$ cat config.mk
export PLATFORM = sky130hd
export DESIGN_NAME = ycbcr_to_rgb_seq_ctrl
export DESIGN_NICKNAME = d
export VERILOG_FILES = /design/src/rtl/ycc2rgb_pkg.sv /design/src/rtl/ycc2rgb_sat_round.sv /design/src/rtl/ycbcr_to_rgb_seq_ctrl.sv
export SDC_FILE = /design/constraint.sdc
export NUM_CORES = 1
export LEC_CHECK = 0
export CORE_UTILIZATION = 30
export DETAILED_ROUTE_END_ITERATION = 10
export SLEW_MARGIN = 0
export SYNTH_ARGS = -nofsm -noshare
export SYNTH_HDL_FRONTEND = slang
export SYNTH_HIERARCHICAL = 1
export SYNTH_SLANG_ARGS = --single-unit
$ cat constraint.sdc
create_clock -name clk -period 4.7 [get_ports clk]
set_clock_uncertainty 0.1 [all_clocks]
set_input_delay 1.175 -clock clk [delete_from_list [all_inputs] [get_ports clk]]
set_output_delay 1.175 -clock clk [all_outputs]
set_load 0.01 [all_outputs]
$ cat src/rtl/ycc2rgb_pkg.sv
// ycc2rgb_pkg: shared definitions for the YCbCr->RGB sequencer slice.
//   ROW_R/ROW_G/ROW_B : row tags carried with each pass through the stage chain
//   state_t           : sequencer FSM states
//   FRAC_BITS         : fractional bits in the chain accumulator
package ycc2rgb_pkg;

  localparam int unsigned FRAC_BITS = 8;

  localparam logic [1:0] ROW_R = 2'd0;
  localparam logic [1:0] ROW_G = 2'd1;
  localparam logic [1:0] ROW_B = 2'd2;

  typedef enum logic [1:0] {
    IDLE  = 2'd0,
    ISSUE = 2'd1,
    WAIT  = 2'd2,
    OUT   = 2'd3
  } state_t;

endpackage

$ cat src/rtl/ycc2rgb_sat_round.sv
// ycc2rgb_sat_round: combinational conversion of a signed fixed-point
// accumulator (FRAC_BITS fractional bits) to an unsigned 8-bit component.
//   acc : signed accumulator, ACC_W bits (ACC_W >= 17)
//   val : clamped 8-bit result, negative -> 0, above 255 -> 255
// Build option: define YCC2RGB_ROUND_EN to round half up before the shift;
// otherwise the fraction is truncated toward minus infinity.
module ycc2rgb_sat_round
  import ycc2rgb_pkg::*;
#(
  parameter int unsigned ACC_W = 17
) (
  input  logic [ACC_W-1:0] acc,
  output logic [7:0]       val
);

  localparam int unsigned VW = ACC_W + 1 - FRAC_BITS;

  logic [ACC_W:0]           sum;
  logic [VW-1:0]            v;
  logic [FRAC_BITS-1:0]     unused_frac;

`ifdef YCC2RGB_ROUND_EN
  localparam logic [ACC_W:0] HALF = (ACC_W + 1)'(2 ** (FRAC_BITS - 1));
  // One guard bit so adding the half LSB can never overflow.
  assign sum = {acc[ACC_W-1], acc} + HALF;
`else
  assign sum = {acc[ACC_W-1], acc};
`endif

  // Taking the upper bits of the sign-extended sum is the arithmetic shift.
  assign v           = sum[ACC_W:FRAC_BITS];
  assign unused_frac = sum[FRAC_BITS-1:0];

  always_comb begin
    if (v[VW-1])
      val = '0;
    else if (|v[VW-2:8])
      val = '1;
    else
      val = v[7:0];
  end

endmodule

$ cat src/rtl/ycbcr_to_rgb_seq_ctrl.sv
// ycbcr_to_rgb_seq_ctrl: sequencer for the YCbCr->RGB multiply-accumulate
// stage chain. Latches one pixel, issues R/G/B passes on three consecutive
// cycles, collects the tagged accumulator results, and presents the rounded,
// clamped RGB pixel with valid/ready handshaking.
// Ports:
//   clk, rst_n                       clock, async active-low reset
//   pix_valid_i/pix_ready_o          input pixel handshake
//   y_i, cb_i, cr_i                  input components
//   stg_valid_o, stg_state_o         issue strobe and row tag to the chain
//   stg_y_o, stg_cb_o, stg_cr_o      latched components for the chain
//   res_valid_i, res_state_i         result strobe and row tag from the chain
//   res_data_i                       signed accumulator (8 fractional bits)
//   rgb_valid_o/rgb_ready_i          output pixel handshake
//   r_o, g_o, b_o                    output components
//   err_o                            sticky error: timeout, tag 3, duplicate tag
// Build option: YCC2RGB_ROUND_EN selects round-half-up (see ycc2rgb_sat_round).
module ycbcr_to_rgb_seq_ctrl
  import ycc2rgb_pkg::*;
#(
  parameter int unsigned ACC_W   = 17,
  parameter int unsigned TIMEOUT = 32
) (
  input  logic             clk,
  input  logic             rst_n,
  input  logic             pix_valid_i,
  output logic             pix_ready_o,
  input  logic [7:0]       y_i,
  input  logic [7:0]       cb_i,
  input  logic [7:0]       cr_i,
  output logic             stg_valid_o,
  output logic [1:0]       stg_state_o,
  output logic [7:0]       stg_y_o,
  output logic [7:0]       stg_cb_o,
  output logic [7:0]       stg_cr_o,
  input  logic             res_valid_i,
  input  logic [1:0]       res_state_i,
  input  logic [ACC_W-1:0] res_data_i,
  output logic             rgb_valid_o,
  input  logic             rgb_ready_i,
  output logic [7:0]       r_o,
  output logic [7:0]       g_o,
  output logic [7:0]       b_o,
  output logic             err_o
);

  localparam int unsigned   TW     = (TIMEOUT > 1) ? $clog2(TIMEOUT) : 1;
  localparam logic [TW-1:0] T_LAST = TW'(TIMEOUT - 1);

  state_t           state, state_nxt;
  logic             live;
  logic [1:0]       issue_cnt;
  logic [TW-1:0]    tcnt;
  logic [2:0]       mask;
  logic [ACC_W-1:0] acc_q [3];
  logic [7:0]       y_q, cb_q, cr_q;
  logic             err_q;

  logic             accept;
  logic             collect;
  logic             tag_bad;
  logic [2:0]       hit;
  logic             dup;
  logic             timeout;

  // ---------------------------------------------------------------- FSM
  always_ff @(posedge clk or negedge rst_n) begin
    if (!rst_n)
      state <= IDLE;
    else
      state <= state_nxt;
  end

  always_comb begin
    state_nxt   = state;
    pix_ready_o = 1'b0;
    stg_valid_o = 1'b0;
    stg_state_o = '0;
    rgb_valid_o = 1'b0;
    case (state)
      IDLE: begin
        pix_ready_o = live;
        if (pix_valid_i && live)
          state_nxt = ISSUE;
      end
      ISSUE: begin
        stg_valid_o = 1'b1;
        stg_state_o = issue_cnt;
        if (issue_cnt == ROW_B)
          state_nxt = WAIT;
      end
      WAIT: begin
        if (mask == 3'b111 || timeout)
          state_nxt = OUT;
      end
      OUT: begin
        rgb_valid_o = 1'b1;
        if (rgb_ready_i)
          state_nxt = IDLE;
      end
      default: state_nxt = IDLE;
    endcase
  end

  // ---------------------------------------------------- result decoding
  assign accept  = pix_valid_i & pix_ready_o;
  assign collect = res_valid_i & ((state == ISSUE) | (state == WAIT));
  assign tag_bad = collect & (res_state_i == 2'd3);
  assign hit     = (collect && !tag_bad) ? 3'(3'b001 << res_state_i) : 3'b000;
  assign dup     = |(hit & mask);
  assign timeout = (state == WAIT) && (mask != 3'b111) && (tcnt == T_LAST);

  // ---------------------------------------------------------- datapath
  always_ff @(posedge clk or negedge rst_n) begin
    if (!rst_n) begin
      live      <= 1'b0;
      issue_cnt <= '0;
      tcnt      <= '0;
      mask      <= '0;
      y_q       <= '0;
      cb_q      <= '0;
      cr_q      <= '0;
      err_q     <= 1'b0;
      for (int unsigned i = 0; i < 3; i++)
        acc_q[i] <= '0;
    end else begin
      // Holds pix_ready_o low for the first cycle out of reset.
      live <= 1'b1;

      if (state == ISSUE && state_nxt == ISSUE)
        issue_cnt <= issue_cnt + 2'd1;
      else
        issue_cnt <= '0;

      if (state == WAIT)
        tcnt <= tcnt + 1'b1;
      else
        tcnt <= '0;

      if (accept) begin
        y_q  <= y_i;
        cb_q <= cb_i;
        cr_q <= cr_i;
        mask <= '0;
      end else begin
        mask <= mask | hit;
      end

      // A result landing on the timeout cycle still wins over the forced zero.
      for (int unsigned i = 0; i < 3; i++) begin
        if (hit[i])
          acc_q[i] <= res_data_i;
        else if (timeout && !mask[i])
          acc_q[i] <= '0;
      end

      if (tag_bad || dup || timeout)
        err_q <= 1'b1;
    end
  end

  assign stg_y_o  = y_q;
  assign stg_cb_o = cb_q;
  assign stg_cr_o = cr_q;
  assign err_o    = err_q;

  // ---------------------------------------------------- output channels
  ycc2rgb_sat_round #(.ACC_W(ACC_W)) u_sat_r (.acc(acc_q[ROW_R]), .val(r_o));
  ycc2rgb_sat_round #(.ACC_W(ACC_W)) u_sat_g (.acc(acc_q[ROW_G]), .val(g_o));
  ycc2rgb_sat_round #(.ACC_W(ACC_W)) u_sat_b (.acc(acc_q[ROW_B]), .val(b_o));

endmodule

After elaboration in Yosys (flattened, before gate mapping)
Index checks and enable logic that the tools add are counted.

Register bits: 89. Bits of input ports: 48. Output and inout bits: 54. Word-level logic and storage cells: 72.

$add $sub $neg: 2. Shift-type cells: 1. Bitwise gates (word level): 6. Muxes and demuxes: 22. Reductions and logical operators: 20. Equal/unequal tests: 9.

Operators with widths (number): $mux W17 (6); $mux W8 (3); $mux W2 (6); $eq A2 B2 Y1 const B (4); $logic_and A1 B1 Y1 (8); $pmux W2 S4 (1); $mux W3 (2); $reduce_bool A2 Y1 (3); $add A5 B1 Y5 const B (1); $eq A5 B5 Y1 const B (1); $mux W5 (1); $eq A2 B1 Y1 const B (2); $logic_not A1 Y1 (4); $and A1 B1 Y1 (3); $and A3 B3 Y3 (1); $eq A3 B3 Y1 const B (1); $logic_or A1 B1 Y1 (3); $mux W1 (3); $ne A3 B3 Y1 const B (1); $or A3 B3 Y3 (1); $reduce_or A3 Y1 (1); $shl A1 B2 Y3 const A (1); $add A2 B1 Y2 const B (1); $logic_not A2 Y1 (1); $or A1 B1 Y1 (1).

Depth between registers and ports, before layout
Gate-level depths: netlist of run 1.

Word-level depth: 11. Mapped depth: 7. Mapped depth without buffers: 6.

Hierarchy
The synthesis of run 1 kept the hierarchy.

Modules (own cells, without submodules): ycbcr_to_rgb_seq_ctrl (area an instance 3515.9 um^2, seq. area each 2227.1 um^2, cells an instance 239, times used 1); ycc2rgb_sat_round (area an instance 50.0 um^2, seq. area each 0.0 um^2, cells an instance 8, times used 3).

Worst setup path after synthesis of run 1
No wires, ideal clock.

Path type: register -> output. From: register state[1]. To: output port stg_state_o[0]. Arrival time: 0.998 ns. Path slack: 2.427 ns. Buffers on the path: 0. Cell stages (with the launch flop): 4. Required time: 3.425 ns. Cells stage by stage: dfrtp_1 inv_1 ha_1 and2_1.

Word-level cells in the longest chain between the ends: 2.

RTL lines: start: declaration (line ycbcr_to_rgb_seq_ctrl.sv:49) `state_t state, state_nxt;`; start signal: assignment (line ycbcr_to_rgb_seq_ctrl.sv:70) `state <= state_nxt;`; $eq A2 B1 Y1 (line ycbcr_to_rgb_seq_ctrl.sv:79) `case (state)`; $mux W2 (line ycbcr_to_rgb_seq_ctrl.sv:79); end: declaration (line ycbcr_to_rgb_seq_ctrl.sv:31) `output logic [1:0] stg_state_o,`.

No other way between the ends.

Final worst setup path of run 1
From: register state[1]. To: output port stg_state_o[1].

Same word-level chain as after synthesis.

==> results of run 1 <==
## per-stage QoR
| stage | std cells | worst slack (ns) | power (W) | hold WS (ns) |
|---|---|---|---|---|
| 2_1_floorplan | 215 | 2.43 | 0.00143 | 0.331 |
| 3_3_place_gp | 425 | 1.80 | 0.00197 | 0.353 |
| 3_5_place_dp | 425 | 1.81 | 0.00199 | 0.359 |
| 4_1_cts | 439 | 1.53 | 0.00242 | 0.369 |
| 5_1_grt | 439 | 1.42 | 0.00255 | 0.389 |
| 6_report | 439 | 1.56 | 0.00238 | 0.363 |
## layout make-up
class	count	area [µm²]	area share
timing repair buffer	94	933	0.232
sequential	65	1630	0.404
inverter	6	22.5	0.00559
tap	129	161	0.0401
clock buffer	11	151	0.0376
multi-input combinational	131	1120	0.277
clock inverter	3	17.5	0.00435
## power by group through the flow
| stage | registers, W | logic [W] | clock network [W] |
|---|---|---|---|
| 6_report | 0.000953 | 0.00102 | 0.000412 |
| 5_1_grt | 0.000992 | 0.00110 | 0.000453 |
| 4_1_cts | 0.000955 | 0.00103 | 0.000429 |
| 3_5_place_dp | 0.000961 | 0.00103 | 0 |
| 3_3_place_gp | 0.000957 | 0.00102 | 0 |
| 2_1_floorplan | 0.000972 | 0.000459 | 0 |
## flip-flops by register name (all words and copies together) (netlist names)
register / flops
state: 2
stg_cb_o: 8
tcnt: 5
mask: 3
acc_q: 27
issue_cnt: 2
live: 1
stg_y_o: 8
stg_cr_o: 8
err_o: 1
## cells in the final DEF (no fill, tap or decap), types with 2 or more instances in the layout
cell             instances
o221ai_1                 2
nand2_1                  3
mux2_2                  24
a21oi_1                  2
clkbuf_8                11
a211oi_1                 4
dfrtp_1                 65
a31oi_4                  2
and4b_1                  2
clkinv_2                 2
ha_1                     8
and2_1                   8
nand3_1                  3
nor2b_1                 29
o21a_1                   3
inv_1                    6
clkdlybuf4s50_1         92
a22o_1                  27
## critical path, cell delays in order (launching register included)
cell and delay, ns:
dfrtp_1 0.44, inv_1 0.17, ha_1 0.26, and2_1 0.14, clkdlybuf4s50_1 0.53
## worst min path at each step
stage | start | endpoint | slack [ns] | depth (start not counted)
floorplan | tcnt[0] | tcnt[0] | 0.33 | 1
global placement | tcnt[0] | tcnt[0] | 0.35 | 1
detailed placement | tcnt[0] | tcnt[0] | 0.36 | 1
CTS | tcnt[0] | tcnt[0] | 0.37 | 1
global route | tcnt[0] | tcnt[0] | 0.39 | 1
finish | tcnt[0] | tcnt[0] | 0.36 | 1
## routing by layer
metal  up-vias  GRT usage
met3         6     0.0611
li1        945          -
met5         -          0
met2        69      0.213
met4         0     0.0305
met1       983      0.166
==> impl_metrics.toml, run 1 <==
[layout]
fillers = 849
drive_gt1_frac = 0.145
design_area_um2 = 4030
syn2layout_area_growth_pct = 41.1
utilization = 0.436
num_antenna_cells = 0
nets = 363

[worst_setup_path]
cp_data_required_time_ns = 3.42
cp_max_fo = 7
worstSetupEndpointType = "output pin"
crit_path_end = "stg_state_o[1]"
r2r_start = "state[1]"
worstSetupPathType = "register to output pin"
rr_worst_depth = 5
start_kind = "register"
startpoint = "state[1]"
reg2reg_to = "acc_q[45]"
reg2reg_slack_ns = 2.59
arrival_ns = 1.87

[timing]
hold_viol_final = 0
max_freq_ghz = 0.318
drv_slew = 0
tightestPinTransition_ns = 0.965
period_share = 0.668
fin_setup_tns_ns = 0
setup_violations = 0
rsz0062_at_grt = "no"
slew_headroom = 0.357
period_needed_ns = 3.14

[placement]
dp_hpwl_um = 4370
globalplace.congestion = 0.766
place_area_um2 = 3860
portBuffers = 93

[run_status]
status = "finished, final reports clean"

[routing]
wl_met1_um = 2710
top_layer = "met4"
finalWirelength_um = 6170
drc = 0
met3_wirelength_um = 534
drt_iter0_markers = 76
antenna_left = 0
wl_per_cell_um = 14.0
met2_length_um = 2870
via_count = 2003
firstDrtPassIters = 4
via_per_inst = 4.56

[global_routing]
grt_usage = 0.134
grt_pass1_wl_um = 10200
gr-total-overflow = 0
grt_max_degree = 45
antenna_found_initial = 0
grt_pass1_vias = 2056

[yosys]
syn_area_per_cell_um2 = 13.3
syn_area_um2 = 2860
syn_inst = 215
ys_warn_count = 6
synth_fp_nets = 271

[job]
drv_cap = 0

[min_path]
hold_class = "register to register"

[clocking]
path_clk_slew_ns = 0.07
clock_latency_ns = 0.33
clock-root-buffer = "clkbuf_8"
cts_made_buffers = 9
cts_setup_buffers = 0
clkSinkCount = 65
hold_buffers = 0
clk_path_buf_depth = 2
htreeDepth = 3
cts_resized = 0
cts_tree = "yes"

[power_and_ir_drop]
switching_share = 0.310
power_frac_seq = 0.400
clock_power_share = 0.173
irDropWorstVdd_v = 0.000285
internal_power_w = 0.00164
comb_power_share = 0.427
power.leakage_nw = 1.74
powerDensity_nw_per_um2 = 591
p_switching_w = 0.000737

[die]
die_w_um = 99.6
std_cell_rows = 35
core_um2 = 9240
pin_count = 102
floorplan.die_area_um2 = 9910
fp.dieH_um = 99.6
initial_utilization = 0.309
No activity file was read; power rests on OpenSTA's default activity.
==> inputs of run 2 (changes only) <==
clock period = 3 ns   (was 4.7 ns; I/O delays follow)
==> run 2 against run 1 <==
  * Core utilization increased by 0.50 points
  * Power increased by 61%
  * Highest routed layer unchanged
  * Sequential cell count unchanged
  * Combinational power increased by 57%
  * Final cell count increased by 0.46%
==> impl_metrics.toml, run 2 (synthesis gave the netlist of run 1 again) <==
[clocking]
cts_tree = "yes"
cts_setup_buffers = 0
hold_buffers = 0
path_clk_slew_ns = 0.06
clk_path_buf_depth = 2
clkSinkCount = 65
htreeDepth = 3
cts_made_buffers = 9
clock_latency_ns = 0.33
clock-root-buffer = "clkbuf_8"
cts_resized = 0

[die]
floorplan.die_area_um2 = 9910
fp.dieH_um = 99.6
std_cell_rows = 35
die_w_um = 99.6
initial_utilization = 0.309
pin_count = 102
core_um2 = 9240

[layout]
syn2layout_area_growth_pct = 42.7
top_register = "acc_q"
final_cell_mix = "clkdlybuf4s50_1, dfrtp_1, nor2b_1, a22o_1, mux2_2"
drive_gt1_frac = 0.147
num_antenna_cells = 0
utilization = 0.441
fillers = 911
design_area_um2 = 4080
nets = 364
largest_reg_flops = 27
mostFrequentLayoutCell = "clkdlybuf4s50_1"

[placement]
dp_hpwl_um = 4390
portBuffers = 93
place_area_um2 = 3880
globalplace.congestion = 0.748

[timing]
fin_setup_tns_ns = 0
period_share = 0.917
tightestPinTransition_ns = 0.649
hold_viol_final = 0
finalHoldWorstSlack_ns = 0.336
period_needed_ns = 2.75
slew_headroom = 0.566
setup_violations = 0
max_freq_ghz = 0.363
rsz0062_at_grt = "no"
drv_slew = 0

[worst_setup_path]
reg2reg_to = "acc_q[45]"
worstSetupEndpointType = "output pin"
start_kind = "register"
cp_data_required_time_ns = 2.15
reg2reg_slack_ns = 0.85
r2r_start = "state[1]"
worstSetupPathType = "register to output pin"
arrival_ns = 1.90
cp_max_fo = 7
rr_worst_depth = 5

[min_path]
hold_class = "primary input to async pin"

[routing]
wl_per_cell_um = 14.4
finalWirelength_um = 6350
drc = 0
antenna_left = 0
firstDrtPassIters = 4
via_count = 2019
drt_iter0_markers = 60
via_per_inst = 4.58

[power_and_ir_drop]
irDropWorstVdd_v = 0.000480
powerDensity_nw_per_um2 = 942
finalPower_w = 0.00384
power.leakage_nw = 1.76

[global_routing]
grt_usage = 0.134
grt_pass1_wl_um = 10300
grt_max_degree = 28
gr-total-overflow = 0
grt_pass1_vias = 2073
antenna_found_initial = 0

[job]
drv_cap = 0

[run_status]
status = "finished, final reports clean"
run 2: cell types whose count changed in the layout (fill, tap and decap cells not counted):
cell        change
buf_12          +1
bufinv_16       +1
clkbuf_1        +1
clkinvlp_4      -1
run 2: layer usage:
layer	vias up	part of all wire	GRT usage
li1	956	-	-
met1	987	0.46	0.166
met2	68	0.47	0.222
met3	8	0.059	0.0464
met4	0	0.012	0.0407
met5	-	0	0
run 2: worst max-delay path by stage:
stage	startpoint	end	slack (ns)	depth (start not counted)
floorplan	state[1]	stg_state_o[0]	1.15	3
global placement	res_state_i[0]	acc_q[45]	0.56	4
detailed placement	res_state_i[0]	acc_q[45]	0.48	4
CTS	state[1]	stg_state_o[1]	0.23	4
global route	state[1]	stg_state_o[0]	0.15	4
finish	state[1]	stg_state_o[1]	0.25	4
run 2: final cells by class:
| class | count | area (µm²) | area share |
|---|---|---|---|
| sequential | 65 | 1630 | 0.399 |
| multi-input combinational | 131 | 1120 | 0.274 |
| timing repair buffer | 95 | 953 | 0.234 |
| tap | 129 | 161 | 0.0396 |
| clock buffer | 12 | 155 | 0.0381 |
| clock inverter | 3 | 40.0 | 0.00982 |
| inverter | 6 | 22.5 | 0.00553 |
run 2: worst max-delay path, stage by stage, from the launching register on:
cell and delay (ns):
dfrtp_1 0.44, inv_1 0.18, ha_1 0.28, and2_1 0.16
clkdlybuf4s50_1 0.52
run 2: per-stage QoR:
step / instances / setup slack, ns
2_1_floorplan: 215 / 1.15
3_3_place_gp: 426 / 0.563
3_5_place_dp: 426 / 0.478
4_1_cts: 441 / 0.234
5_1_grt: 441 / 0.149
6_report: 441 / 0.248
run 2: power breakdown:
group	internal [W]	total (W)	switching (W)
clock network	0.000422	0.000739	0.000316
registers	0.00124	0.00150	0.000256
logic	0.000999	0.00160	0.000600
